==> config.mk <==
export PLATFORM = sky130hd
export DESIGN_NAME = stack_cmd_sequencer
export DESIGN_NICKNAME = d
export VERILOG_FILES = /design/src/rtl/stack_cmd_sequencer.sv
export SDC_FILE = /design/constraint.sdc
export NUM_CORES = 1
export LEC_CHECK = 0
export BUFFER_PORTS_ARGS = -buffer_cell sky130_fd_sc_hd__buf_2
export CORE_AREA = 3 3 61 63
export DETAILED_ROUTE_END_ITERATION = 12
export DIE_AREA = 0 0 64 66
export GPL_TIMING_DRIVEN = 1
export PLACE_DENSITY = 0.7
export SETUP_SLACK_MARGIN = 0.3
export SLEW_MARGIN = 5
export SYNTH_ARGS = -nofsm -noshare
export SYNTH_HDL_FRONTEND = slang
export SYNTH_SLANG_ARGS = --single-unit
==> constraint.sdc <==
create_clock -name clk -period 2.35 [get_ports clk]
set_clock_uncertainty 0.2 [all_clocks]
set_input_delay 0.1175 -clock clk [delete_from_list [all_inputs] [get_ports clk]]
set_output_delay 0.1175 -clock clk [all_outputs]
set_load 0.03 [all_outputs]
==> src/rtl/stack_cmd_sequencer.sv <==
// Command front-end for the 8-entry stack FSM: buffers push/pop commands in a small FIFO
// and issues them as guarded single-cycle strobes, dropping illegal ones into sticky flags.
module stack_cmd_sequencer #(
  parameter int DATA_W = 8,
  parameter int DEPTH  = 8,
  parameter int QDEPTH = 2
) (
  input  logic                     clk,
  input  logic                     reset_n,
  input  logic                     cmd_valid,
  input  logic                     cmd_op,
  input  logic [DATA_W-1:0]        cmd_data,
  output logic                     cmd_ready,
  input  logic                     clr_err,
  output logic                     PushEnbl,
  output logic                     PopEnbl,
  output logic [DATA_W-1:0]        push_data,
  output logic [$clog2(DEPTH):0]   occupancy,
  output logic                     ovf_err,
  output logic                     udf_err,
  output logic                     busy
);

  localparam int PTR_W = $clog2(QDEPTH);
  localparam int CNT_W = PTR_W + 1;
  localparam int OCC_W = $clog2(DEPTH) + 1;
  localparam logic [CNT_W-1:0] Q_FULL   = CNT_W'(QDEPTH);
  localparam logic [OCC_W-1:0] OCC_FULL = OCC_W'(DEPTH);

  // Occupancy only moves by one per cycle and is clamped to 0..DEPTH.
  function automatic logic [OCC_W-1:0] occ_step(input logic [OCC_W-1:0] occ,
                                                 input logic inc, input logic dec);
    logic [OCC_W-1:0] r;
    r = occ;
    if (inc && occ < OCC_FULL)
      r = occ + OCC_W'(1);
    else if (dec && occ != '0)
      r = occ - OCC_W'(1);
    return r;
  endfunction

  logic [DATA_W-1:0] data_mem [QDEPTH];
  logic              op_mem   [QDEPTH];
  logic [PTR_W-1:0]  wr_ptr;
  logic [PTR_W-1:0]  rd_ptr;
  logic [CNT_W-1:0]  fifo_cnt;

  logic              enq;
  logic              vld_p0;
  logic              head_op_p0;
  logic [DATA_W-1:0] head_data_p0;
  logic              push_ok_p0;
  logic              pop_ok_p0;
  logic              ovf_set_p0;
  logic              udf_set_p0;

  assign cmd_ready = (fifo_cnt < Q_FULL);
  assign busy      = (fifo_cnt != '0);
  assign enq       = cmd_valid && cmd_ready;

  // Stage p0: head of FIFO is evaluated against the committed occupancy.
  always_comb begin
    vld_p0       = (fifo_cnt != '0);
    head_op_p0   = op_mem[rd_ptr];
    head_data_p0 = data_mem[rd_ptr];
    push_ok_p0   = 1'b0;
    pop_ok_p0    = 1'b0;
    ovf_set_p0   = 1'b0;
    udf_set_p0   = 1'b0;
    if (vld_p0) begin
      if (!head_op_p0) begin
        push_ok_p0 = (occupancy < OCC_FULL);
        ovf_set_p0 = !push_ok_p0;
      end else begin
        pop_ok_p0  = (occupancy != '0);
        udf_set_p0 = !pop_ok_p0;
      end
    end
  end

  // Payload storage carries no reset; only the pointers and count define validity.
  always_ff @(posedge clk) begin
    if (enq) begin
      data_mem[wr_ptr] <= cmd_data;
      op_mem[wr_ptr]   <= cmd_op;
    end
  end

  always_ff @(posedge clk or negedge reset_n) begin
    if (!reset_n) begin
      wr_ptr   <= '0;
      rd_ptr   <= '0;
      fifo_cnt <= '0;
    end else begin
      if (enq)
        wr_ptr <= wr_ptr + PTR_W'(1);
      if (vld_p0)
        rd_ptr <= rd_ptr + PTR_W'(1);
      case ({enq, vld_p0})
        2'b10:   fifo_cnt <= fifo_cnt + CNT_W'(1);
        2'b01:   fifo_cnt <= fifo_cnt - CNT_W'(1);
        default: fifo_cnt <= fifo_cnt;
      endcase
    end
  end

  // Stage p1: registered strobes, payload, occupancy and sticky error flags.
  always_ff @(posedge clk or negedge reset_n) begin
    if (!reset_n) begin
      PushEnbl  <= 1'b0;
      PopEnbl   <= 1'b0;
      push_data <= '0;
      occupancy <= '0;
      ovf_err   <= 1'b0;
      udf_err   <= 1'b0;
    end else begin
      PushEnbl  <= push_ok_p0;
      PopEnbl   <= pop_ok_p0;
      if (push_ok_p0)
        push_data <= head_data_p0;
      occupancy <= occ_step(occupancy, push_ok_p0, pop_ok_p0);
      ovf_err   <= ovf_set_p0 || (ovf_err && !clr_err);
      udf_err   <= udf_set_p0 || (udf_err && !clr_err);
    end
  end

endmodule

==> impl_metrics.ini <==
[finish]
drive_gt1_share_pct = 35.6
stdcell_area_sq_um = 2000
nNetsFinal = 176
area_growth_pct = 31.5
fin_util_pct = 61.0
instances_no_fill = 206
antenna_cells = 0

[clocking]
clk_pin_slew_worst_paths_ns = 0.11
numClockSinks = 38
htreeDepth = 2
ctsLongestPathBuffers = 2
clock_latency_ns = 0.33
tritoncts = yes
numCtsBuffers = 5
cts_root_buffer = clkbuf_4

[pwr]
clkPwrFrac_pct = 13.5
p_switching_w = 0.00117
swShare_pct = 40.7
comb_power_share_pct = 48.8
total_power_w = 0.00288
intPower_w = 0.00171
p_leak_nw = 0.859
max-vdd-ir-drop_mv = 0.545
power_density_nw_per_um2 = 1440
p_seq_share_pct = 37.7

[placement]
gp_congestion = 0.790
dpl.hpwl_um = 1910
placed_area_sq_um = 1770
port_buffers = 30
dp.cells = 182

[sta]
worstMarginPinSlew_ns = 0.452
rsz0062_at_grt = true
slew_headroom_pct = 69.8
hold_violations = 0
min_period_ns = 2.21
slew_violations = 0
setup_viol = 0
clock.fmax_mhz = 453
tns_ns = 0
post-route-period-util_pct = 94.0

[global_route]
grt_pass1_vias = 1074
antenna_found_initial = 0
overflow = 0
grt_max_degree = 21
grt_util_all_layers_pct = 14.9
grt_first_pass_wirelength_um = 4570

[critical_path]
slowest_delay_ns = 0.41
cpMaxStageDelayCell = dfrtp_1
startpoint_type = flop
crit_fanout = 3
crit_path_end_kind = flop
required_ns = 2.43
path_cells = mux2_4 > nor3_4 > inv_4 > ha_4 > a21oi_2 > nand2_1 > or4_1 > nand3_1
startpoint = rd_ptr
arrival_ns = 2.29
r2r-start = rd_ptr
ff2ff_setup_slack_ns = 0.14
path_class = reg2reg

[synth]
syn_avg_cell_area_sq_um = 14.8
synth_cell_types = 24
synth_area_sq_um = 1520
syn-num-nets = 120
synth-seq-area-share_pct = 68.3
synth_edf_count = 18
synth_cells = 103
ys_warn_count = 0
ys.flop_type = dfrtp_1
synth-seq-cells = 38
async_flop_share_pct = 52.6

[floorplanning]
ios = 31
die_h_um = 66
initial_core_util_pct = 46.4
die_x_um = 64
dieArea_sq_um = 4220
core-area_sq_um = 3280
num_rows = 21

[job]
drv_cap = 0

[detailed_routing]
wl_um = 2830
first_pass_iters = 4
drc_errors = 0
vias_per_cell = 4.92
wl_per_cell_um = 13.7
ant_nets = 0
vias = 1013
drt_iter0_drc = 61

[outcome]
outcome = finished, final reports clean

[min_path]
hold_class = in2async
[registers in the layout, indices dropped and copies added, names as in the netlist]
| register | cells |
|---|---|
| occupancy | 4 |
| PushEnbl | 1 |
| data_mem | 16 |
| fifo_cnt | 2 |
| rd_ptr | 1 |
| udf_err | 1 |
| ovf_err | 1 |
| PopEnbl | 1 |
| push_data | 8 |
| wr_ptr | 1 |
| op_mem | 2 |
[what timing repair did]
item | CTS | global route
pin swaps | 1 | 1
gates resized for setup | 0 | 2
buffers inserted | 2 | 2
hold buffers | 12 | 0
setup endpoints to repair | 3 | 3
endpoints found under the hold margin | 41 | 0
[layout by cell type, fill, tap and decap left out]
cell / Yosys / layout
clkbuf_4: 0 / 5
ha_1: 3 / 2
clkbuf_16: 0 / 1
nor3_4: 1 / 1
and3_1: 1 / 1
a22o_1: 1 / 1
mux2i_1: 9 / 9
ha_4: 0 / 1
nand2_1: 3 / 3
mux2_4: 3 / 3
nor2_4: 1 / 1
inv_1: 4 / 3
nor4_1: 1 / 1
a21oi_2: 0 / 1
clkinvlp_4: 0 / 1
a21oi_1: 9 / 8
nor3_2: 1 / 1
buf_2: 1 / 30
edfxtp_1: 18 / 18
inv_4: 0 / 2
buf_6: 1 / 1
nor2_1: 12 / 12
or4_1: 1 / 1
dfrtp_1: 20 / 20
xor2_1: 1 / 1
dlygate4sd3_1: 0 / 12
buf_4: 0 / 8
nand3_1: 2 / 2
o21ai_0: 2 / 2
fa_2: 0 / 1
a32o_1: 1 / 1
xnor2_1: 6 / 6
[power by group through the flow]
stage / sequential (W) / combinational (W) / clock [W]
after detailed placement: 0.00111 / 0.00135 / 0
after global routing: 0.00111 / 0.00152 / 0.000446
after CTS: 0.00109 / 0.00139 / 0.000407
after floorplan: 0.00134 / 0.000766 / 0
final: 0.00109 / 0.00141 / 0.000389
after global placement: 0.00109 / 0.00129 / 0
[per-stage QoR]
stage,hold slack (ns),setup WS [ns]
after CTS,0.0436,0.162
after floorplan,-0.378,-0.0781
after global routing,0.0508,0.0591
after detailed placement,-0.112,0.123
after global placement,-0.113,0.227
final,0.0449,0.142
[metal layers]
metal,vias to the layer above,GRT usage [%],routed length [um]
li1,479,-,-
met1,496,13.4,961
met2,28,27.5,1650
met3,10,5.95,136
met4,0,9.43,85
met5,-,0,0
[cell type report]
type | count | area, sq um
clock inverter | 2 | 13.8
inverter | 4 | 17.5
sequential | 38 | 1040
tap | 46 | 57.6
multi-input combinational | 59 | 470
clock buffer | 6 | 62.6
fill | 263 | 1280
timing repair buffer | 51 | 342
[cells in the mapped netlist (2+ instances only)]
cell type  instances  area share, %
xnor2_1            6            3.4
edfxtp_1          18             35
nand3_1            2           0.66
inv_1              4           0.98
o21ai_0            2           0.66
dfrtp_1           20             33
mux2i_1            9            5.9
ha_1               3            2.5
mux2_4             3            3.0
nand2_1            3           0.74
nor2_1            12            3.0
a21oi_1            9            3.0
[logic make-up after synthesis]
logic type	Yosys count	synth area share (%)
DFF	38	68.3
and+or+nand+nor	23	8.13
AOI/OAI and AO/OA	13	4.84
muxes	12	8.87
xor gates and xnor gates	7	4.02
buffers and inverters	6	2.05
adders and majority gates	4	3.78
[critical path: cells and delay by family, from the launching register on]
kind                       cells  cell delay, ns
adders and majority gates      1            0.23
and+or+nand+nor                4            0.77
buffers and inverters          1            0.07
DFF                            1            0.41
AOI/OAI and AO/OA              1            0.13
muxes                          1            0.33
[worst paths after layout]
check / endpoint / depth (start not counted)
worst max-delay path: occupancy[3] / 8
worst min-delay path: ovf_err / 2
worst max register to register: occupancy[3] / 8
worst min register to register: wr_ptr / 1
max in group asynchronous: push_data[6] / 2
min in group clk: wr_ptr / 1
Note: power is estimated with default switching activity, not from simulation.
